**src/rtl/rv_pkg.sv**
```systemverilog
// Shared definitions for the fetch-stage PC generator: FSM states and default vectors.
package rv_pkg;
  localparam int XLEN = 32;
  localparam logic [XLEN-1:0] DEF_RESET_VECTOR = 32'h0000_0000;
  localparam logic [XLEN-1:0] DEF_TRAP_VECTOR  = 32'h0000_0100;

  typedef enum logic [1:0] {BOOT, RUN, HALTED} pcg_state_t;
endpackage

```
**src/rtl/pcg_ras.sv**
```systemverilog
// Circular return-address stack; a push when full overwrites the oldest entry.
module pcg_ras #(
  parameter int WIDTH     = 32,
  parameter int RAS_DEPTH = 4
) (
  input  logic                           clk,
  input  logic                           rst,
  input  logic                           push,
  input  logic                           pop,
  input  logic                           swap,
  input  logic [WIDTH-1:0]               din,
  output logic [WIDTH-1:0]               top,
  output logic [$clog2(RAS_DEPTH):0]     count
);
  localparam int PW = $clog2(RAS_DEPTH);
  localparam int CW = PW + 1;

  logic [RAS_DEPTH-1:0][WIDTH-1:0] mem;
  logic [PW-1:0] ptr, top_idx;
  logic          full, empty;

  // ptr is the next write slot, so the top sits one below it
  assign top_idx = ptr - PW'(1);
  assign top     = mem[top_idx];
  assign full    = (count == CW'(RAS_DEPTH));
  assign empty   = (count == '0);

  always_ff @(posedge clk or posedge rst) begin
    if (rst) begin
      mem   <= '0;
      ptr   <= '0;
      count <= '0;
    end else if (swap) begin
      mem[top_idx] <= din;
    end else if (push) begin
      mem[ptr] <= din;
      ptr      <= ptr + PW'(1);
      if (!full) count <= count + CW'(1);
    end else if (pop && !empty) begin
      ptr   <= top_idx;
      count <= count - CW'(1);
    end
  end
endmodule

```
**src/rtl/pc_gen_unit.sv**
```systemverilog
// Fetch-stage PC generator: handshake, stall, redirect, trap/EPC, halt/resume and RAS.
module pc_gen_unit
  import rv_pkg::*;
#(
  parameter int               WIDTH        = XLEN,
  parameter logic [WIDTH-1:0] RESET_VECTOR = WIDTH'(DEF_RESET_VECTOR),
  parameter logic [WIDTH-1:0] TRAP_VECTOR  = WIDTH'(DEF_TRAP_VECTOR),
  parameter int               INC          = 4,
  parameter int               RAS_DEPTH    = 4
) (
  input  logic             clk,
  input  logic             rst,
  input  logic             fetch_ready,
  input  logic             stall,
  input  logic             redirect_valid,
  input  logic [WIDTH-1:0] redirect_pc,
  input  logic             trap,
  input  logic             call_push,
  input  logic             ret_pop,
  input  logic             halt_req,
  input  logic             resume,
  output logic [WIDTH-1:0] pc,
  output logic             pc_valid,
  output logic [WIDTH-1:0] epc,
  output logic             halted,
  output logic             ras_underflow
);
  localparam logic [WIDTH-1:0] ALIGN_MASK = ~WIDTH'(INC - 1);

  pcg_state_t state, state_nx;
  logic [WIDTH-1:0] pc_nx, epc_nx, pc_inc, redir_al, ras_top;
  logic [$clog2(RAS_DEPTH):0] ras_count;
  logic fire, ras_empty, ras_push, ras_pop, ras_swap, uflow_nx;

  assign fire      = pc_valid & fetch_ready & ~stall;
  assign pc_inc    = pc + WIDTH'(INC);
  assign redir_al  = redirect_pc & ALIGN_MASK;
  assign ras_empty = (ras_count == '0);

  pcg_ras #(.WIDTH(WIDTH), .RAS_DEPTH(RAS_DEPTH)) u_ras (
    .clk   (clk),
    .rst   (rst),
    .push  (ras_push),
    .pop   (ras_pop),
    .swap  (ras_swap),
    .din   (pc_inc),
    .top   (ras_top),
    .count (ras_count)
  );

  always_comb begin
    state_nx = state;
    pc_nx    = pc;
    epc_nx   = epc;
    ras_push = 1'b0;
    ras_pop  = 1'b0;
    ras_swap = 1'b0;
    uflow_nx = 1'b0;
    case (state)
      BOOT: state_nx = RUN;
      RUN: begin
        if (halt_req) state_nx = HALTED;
        if (trap) begin
          pc_nx  = TRAP_VECTOR;
          epc_nx = pc;
        end else if (redirect_valid) begin
          pc_nx = redir_al;
        end else if (fire) begin
          if (ret_pop && !ras_empty) begin
            // call+return on a live stack replaces the top instead of pop+push
            pc_nx    = ras_top;
            ras_swap = call_push;
            ras_pop  = ~call_push;
          end else begin
            pc_nx    = pc_inc;
            ras_push = call_push;
            uflow_nx = ret_pop;
          end
        end
      end
      HALTED: begin
        if (trap) begin
          pc_nx    = TRAP_VECTOR;
          epc_nx   = pc;
          state_nx = RUN;
        end else begin
          if (redirect_valid) pc_nx = redir_al;
          if (resume && !halt_req) state_nx = RUN;
        end
      end
      default: state_nx = BOOT;
    endcase
  end

  always_ff @(posedge clk or posedge rst) begin
    if (rst) begin
      state         <= BOOT;
      pc            <= RESET_VECTOR;
      epc           <= '0;
      pc_valid      <= 1'b0;
      halted        <= 1'b0;
      ras_underflow <= 1'b0;
    end else begin
      state         <= state_nx;
      pc            <= pc_nx;
      epc           <= epc_nx;
      pc_valid      <= (state_nx == RUN);
      halted        <= (state_nx == HALTED);
      ras_underflow <= uflow_nx;
    end
  end
endmodule

```
**config.mk**
```make
export PLATFORM = sky130hd
export DESIGN_NAME = pc_gen_unit
export DESIGN_NICKNAME = d
export VERILOG_FILES = /design/src/rtl/rv_pkg.sv /design/src/rtl/pcg_ras.sv /design/src/rtl/pc_gen_unit.sv
export SDC_FILE = /design/constraint.sdc
export NUM_CORES = 1
export LEC_CHECK = 0
export ABC_AREA = 1
export CAP_MARGIN = 10
export CORE_ASPECT_RATIO = 0.6
export CORE_MARGIN = 10
export CORE_UTILIZATION = 52
export CTS_CLUSTER_DIAMETER = 100
export DETAILED_ROUTE_END_ITERATION = 8
export HOLD_SLACK_MARGIN = 0.06
export PLACE_DENSITY_LB_ADDON = 0.08
export SYNTH_ARGS = -nofsm -noshare
export SYNTH_HDL_FRONTEND = slang
export SYNTH_HIERARCHICAL = 1
export SYNTH_SLANG_ARGS = --single-unit
```
**constraint.sdc**
```tcl
create_clock -name clk -period 3.7 [get_ports clk]
set_input_delay 0.37 -clock clk [delete_from_list [all_inputs] [get_ports clk]]
set_output_delay 0.37 -clock clk [all_outputs]
set_load 0.02 [all_outputs]
```
==> results of run 1 <==
[metrics by stage]
stage / std cells / instance area (um2)
2_1_floorplan: 1374 / 10900
3_3_place_gp: 1702 / 12100
3_5_place_dp: 1702 / 12100
4_1_cts: 1736 / 12800
5_1_grt: 1736 / 12800
6_report: 1736 / 12800
[logic make-up after synthesis]
group                      synth area share, %
adders and majority gates                 1.33
muxes                                    0.103
buffers and inverters                     8.67
xor gates and xnor gates                 0.721
AOI/OAI and AO/OA                         20.0
DFF                                       46.2
and+or+nand+nor                           23.0
[sequential cells by signal, indices dropped and copies added, names as in the netlist]
register,flops
epc,32
halted,1
pc,32
pc_valid,1
ras_underflow,1
state,2
u_ras/count,3
u_ras/mem,128
u_ras/ptr,2
[cells in the mapped netlist (5+ instances only)]
cell	count
nand2_1	401
dfrtp_1	202
nor2_1	145
o21ai_0	118
o21ai_2	116
inv_1	113
nand3_1	42
o22ai_1	40
o21ai_1	32
clkbuf_1	28
buf_6	26
a21oi_1	20
buf_2	14
ha_1	10
xor2_1	9
nor2_2	8
nor3_1	6
inv_2	5
[critical path: cells and delay by family, from the launching register on]
| kind | cells | cell delay [ps] |
|---|---|---|
| buffers and inverters | 2 | 910 |
| adders and majority gates | 1 | 660 |
| DFF | 1 | 400 |
| AOI/OAI and AO/OA | 1 | 350 |
| and+or+nand+nor | 3 | 320 |
[worst max-delay path by stage]
stage	start	slack, ps	endpoint
CTS	state[0]	990	halted
finish	state[0]	940	halted
global placement	trap	780	u_ras/mem[14]
floorplan	u_ras/count[0]	1260	u_ras/count[2]
global route	state[0]	710	halted
detailed placement	trap	740	u_ras/mem[6]
[layer usage]
metal / track usage [%] / up-vias / share of wire (%)
li1: - / 4597 / -
met5: 0 / - / 0
met1: 32.0 / 4498 / 46
met2: 33.5 / 355 / 44
met4: 4.68 / 0 / 2.0
met3: 4.59 / 55 / 8.1
[power groups by stage]
stage	Sequential, mW	Clock, mW	Combinational (mW)
floorplan	3.27	0	1.56
global placement	3.01	0	3.09
detailed placement	3.02	0	3.14
CTS	2.98	2.24	3.15
global route	3.05	2.34	3.43
finish	2.99	2.20	3.13
[cell type report]
cell class,instances,area (um2),area share (%)
clock buffers,26,574,4.50
clock inverters,8,126,0.991
inverters,120,454,3.56
multi-input cells,980,4940,38.7
flip-flops and latches,202,5060,39.6
well taps,273,342,2.68
repair buffers,127,1270,9.95
==> reports/qor.csv, run 1 <==
metric,value,unit
# rows,40,
residual DRC count,0,
fill count,1809,
root buffer cell,clkbuf_16,
Gate Count Post-Synth,1374,
part of the power in registers,35.9,%
hpwl dp,21700,um
Post-Route Setup TNS,0,ps
"flops & latches, synth",202,
relative slew slack,30.8,%
# diodes,0,
Max Root-Sink Buffers,3,
largest net degree at the start of global routing,68,
max cap viols,0,
Mapped Area,0.0109,mm2
global-route wire length before repair,50100,um
"Clk pin slew, worst setup/hold paths",70,ps
worst-path cell chain,inv_1 > ha_1 > clkinv_1 > a31oi_1 > nor3_1 > nor2_1 > nor3_1,
GPL Wtd Cong,0.972,
Place WS,743,ps
CP startpoint kind,flop,
die area,0.0274,mm2
"Clk Latency, worst-skew pair",510,ps
cts repair resizes,0,
effective utilization at floorplan,53.8,%
fin worst setup slack,941,ps
P&R area growth vs syn,16.6,%
Clk pwr share,26.5,%
ANT nets after route,0,
# hold bufs at CTS,0,
die height,132,um
switching power,3.36,mW
Syn Nets,1427,
"Min Clock Period, post-route",2760,ps
setup bufs post-CTS,0,
share of flip-flops with an asynchronous set or reset,100,%
Congestion Overflow GR,0,
Critical Path Fanout Max,17,
FF-to-FF path depth,7,
IO Port Bufs,106,
Layout Utilization,62.8,%
"Hold Violations, Final",0,
CP max stage delay,780,ps
CTS tree,done,
vias in the first global route,8918,
Vias per Instance,5.48,
First-pass DRT Iterations,5,
prevailing post-synth register cell,dfrtp_1,
CP endpoint kind,flop,
core area,0.0203,mm2
Final Max Tran Viols,0,
P_leak,5.93,nW
Sw Ratio,40.3,%
Worst R2R Setup Slack,940,ps
Synth top area share,46.2,%
synth unique cells,36,
via count,9505,
cell taking the most area after synthesis,dfrtp_1,
Critical Path AT,3140,ps
Final period util,74.6,%
"most common cell after layout, fill and taps aside",nand2_1,
Post-synth EDFFs,0,
FMAX,0.362,GHz
Overall Power,8.32,mW
All-Layer GR Usage,22.2,%
Gate power share,37.6,%
min-delay worst type,input port to async pin,
Setup Crit Path Kind,flop to flop,
H-tree levels,1,
DR iter-0 viols,943,
synth top area cells,"dfrtp_1 46%, nand2_1 14%, o21ai_2 9.3%",
CTS Sinks,202,
outcome,finished clean,
final setup violation count,0,
layout cells sized above 1,13.7,%
number of buffers created by CTS,20,
post-synthesis average cell area,7.96,um2
Tightest Pin Transition,1040,ps
Int Power,4.97,mW
hold slack final,442,ps
most frequent cells in the layout,"400 x nand2_1, 201 x dfrtp_1, 145 x nor2_1, 118 x o21ai_0, 116 x o21ai_2",
I/O pins,109,
Syn. warnings,6,
pwr/cell area,653,mW/mm2
CP most frequent cell,nor3_1,
sequential fraction of the synthesis area,46.2,%
initial antenna violation count,0,
R2R Path End,halted,
Worst EP required,4080,ps
worst flop-to-flop path startpoint,state[0],
Clock Skew,21.4,ps
routed len/inst,18.0,um
Die W,207,um
Worst path slowest cell,clkinv_1,
NumNets Final,1504,
worst vdd ir,0.401,mV
RSZ-0062 raised after global routing,false,
drt total wl,31300,um
Note: power is estimated with default switching activity, not from simulation.
==> inputs of run 2 (changes only) <==
==> constraint.sdc (replaced) <==
create_clock -name clk -period 2.27 [get_ports clk]
set_input_delay 0.227 -clock clk [delete_from_list [all_inputs] [get_ports clk]]
set_output_delay 0.227 -clock clk [all_outputs]
set_load 0.02 [all_outputs]
==> run 2 against run 1 <==
Final area grew 2.7%; wire length grew 1.5%; sequential share of layout area shrank 1.0 points; clock skew grew 4.2 ps; power grew 60%; largest power group unchanged; critical path depth grew 5; clock-buffer cell count shrank 1; maximum frequency grew 27%; core utilization grew 1.7 points.
==> reports/qor.csv, run 2 (synthesis gave the netlist of run 1 again) <==
metric,value,unit,change
via count,9646,,"was 9,505"
root buffer cell,clkbuf_16,,unchanged
CP startpoint kind,flop,,unchanged
ANT nets after route,0,,unchanged
FMAX,0.459,GHz,was 0.362 GHz
Worst EP required,2670,ps,was 4080 ps
Worst path slowest cell,dfrtp_1,,was clkinv_1
global-route wire length before repair,50600,um,"was 50,100 um"
Vias per Instance,5.46,,was 5.48
residual DRC count,0,,unchanged
I/O pins,109,,unchanged
DR iter-0 viols,1003,,was 943
Clock Skew,25.6,ps,was 21.4 ps
worst vdd ir,0.806,mV,was 0.401 mV
relative slew slack,68.0,%,was 30.8%
routed len/inst,17.9,um,was 18.0 um
All-Layer GR Usage,22.3,%,was 22.2%
max reg flops,128,,unchanged
initial antenna violation count,0,,unchanged
# diodes,0,,unchanged
P&R area growth vs syn,19.8,%,was 16.6%
CP max stage delay,410,ps,was 780 ps
Worst R2R Setup Slack,90,ps,was 940 ps
number of buffers created by CTS,21,,was 20
Setup Crit Path Kind,flop to flop,,unchanged
CP endpoint kind,flop,,unchanged
Post-Layout Cell Count,1768,,"was 1,736"
final setup violation count,0,,unchanged
met1 GRT Util,32.0,%,about the same
min-delay worst type,input port to async pin,,unchanged
P_leak,6.11,nW,was 5.93 nW
Post-Route Setup TNS,0,ps,unchanged
Congestion Overflow GR,0,,unchanged
met3 usage in global routing,4.90,%,was 4.59%
Critical Path AT,2580,ps,was 3140 ps
# hold bufs at CTS,0,,unchanged
RSZ-0062 raised after global routing,true,,was false
CTS tree,done,,unchanged
Die W,207,um,unchanged
pwr/cell area,1020,mW/mm2,was 653 mW/mm2
most frequent cells in the layout,"398 x nand2_1, 199 x dfrtp_1, 145 x nor2_1, 118 x o21ai_0, 116 x o21ai_2",,"was 400 x nand2_1, 201 x dfrtp_1, 145 x nor2_1, 118 x o21ai_0, 116 x o21ai_2"
Critical Path Fanout Max,36,,was 17
die area,0.0274,mm2,unchanged
effective utilization at floorplan,53.8,%,unchanged
met2 Usage GRT,33.4,%,was 33.5%
Final Max Tran Viols,0,,unchanged
"Clk pin slew, worst setup/hold paths",70,ps,about the same
First-pass DRT Iterations,6,,was 5
CTS Sinks,202,,unchanged
hpwl dp,22600,um,"was 21,700 um"
max cap viols,0,,unchanged
worst-path cell chain,inv_2 > ha_2 > inv_1 > buf_4 > nor4_4 > buf_4 > inv_1 > o21ai_2 > nand2_4 > buf_12 > nand2_1 > o21ai_2,,was inv_1 > ha_1 > clkinv_1 > a31oi_1 > nor3_1 > nor2_1 > nor3_1
H-tree levels,1,,unchanged
placed insts,1730,,"was 1,702"
fill count,1809,,unchanged
"Clk Latency, worst-skew pair",520,ps,was 510 ps
IO Port Bufs,106,,unchanged
layout cells sized above 1,16.0,%,was 13.7%
"Min Clock Period, post-route",2180,ps,was 2760 ps
Tightest Pin Transition,479,ps,was 1040 ps
busiest grt layer,met2,,unchanged
GPL Wtd Cong,1.01,,was 0.972
drt total wl,31700,um,"was 31,300 um"
die height,132,um,unchanged
Max Root-Sink Buffers,3,,unchanged
most flop-heavy register,u_ras/mem,,unchanged
leading registers by flop count,"u_ras/mem: 128 flops, epc: 32 flops, pc: 32 flops",,unchanged
outcome,finished clean,,unchanged
"Hold Violations, Final",0,,unchanged
"most common cell after layout, fill and taps aside",nand2_1,,unchanged
# rows,40,,unchanged
core area,0.0203,mm2,unchanged
largest net degree at the start of global routing,70,,was 68
vias in the first global route,9131,,"was 8,918"
NumNets Final,1537,,"was 1,504"
Final period util,96.0,%,was 74.6%
[run 2: cell count changes in the layout (fill, tap and decap cells not counted), moves of 3 or more]
cell | before | now
buf_4 | 17 | 35
buf_12 | 4 | 17
bufinv_16 | 3 | 0
clkinv_2 | 1 | 6
clkbuf_8 | 3 | 0
[run 2: layout make-up]
type                    count  area (um2)  area share (%)
clock buffers              25         541            4.13
inverters                 120         454            3.47
flip-flops and latches    202        5060            38.6
clock inverters             9        55.1           0.420
well taps                 273         342            2.61
multi-input cells         980        4970            38.0
repair buffers            159        1680            12.8
[run 2: stage by stage]
step / util (%) / instance area, um2 / power (mW) / worst slack, ps / hold slack, ps
6_report: 64.5 / 13100 / 13.3 / 91.8 / 147
5_1_grt: 64.5 / 13100 / 14.1 / -14.4 / 181
4_1_cts: 64.2 / 13000 / 13.4 / 5.88 / 144
3_5_place_dp: 61.2 / 12400 / 10.2 / -133 / 462
3_3_place_gp: 61.2 / 12400 / 10.1 / -96.1 / 457
2_1_floorplan: - / 11000 / 7.88 / 25.0 / 385
[run 2: worst max-delay path, delay by kind of cell (launching register included)]
family / cells / cell delay, ps
simple gates: 3 / 480
compound gates: 2 / 150
flops: 1 / 410
buf+inv: 6 / 800
fa+ha+maj: 1 / 200
[run 2: worst paths after layout]
check	start	to	cells past startpoint
max	state[1]	u_ras/mem[105]	12
min	rst	u_ras/mem[99]	2
max reg2reg	state[1]	u_ras/mem[105]	12
min reg2reg	u_ras/mem[78]	u_ras/mem[78]	2
max in group asynchronous	rst	u_ras/ptr[0]	3
min in group clk	ret_pop	ras_underflow	2
[run 2: what timing repair did]
item                                    in CTS  in global routing
pin swaps                                    0                  1
resized for setup                            2                  7
buffers inserted                             0                  4
endpoints found under the setup margin       1                130
[run 2: metal layers]
metal	part of all wire, %	vias to the layer above
li1	-	4672
met1	47	4584
met2	43	335
met3	7.3	55
met4	2.1	0
met5	0	-
[run 2: where the power goes]
group	internal, mW	switching [mW]
Sequential	4.23	0.644
Combinational	1.89	3.43
Clock	1.70	1.44
Total	7.81	5.51
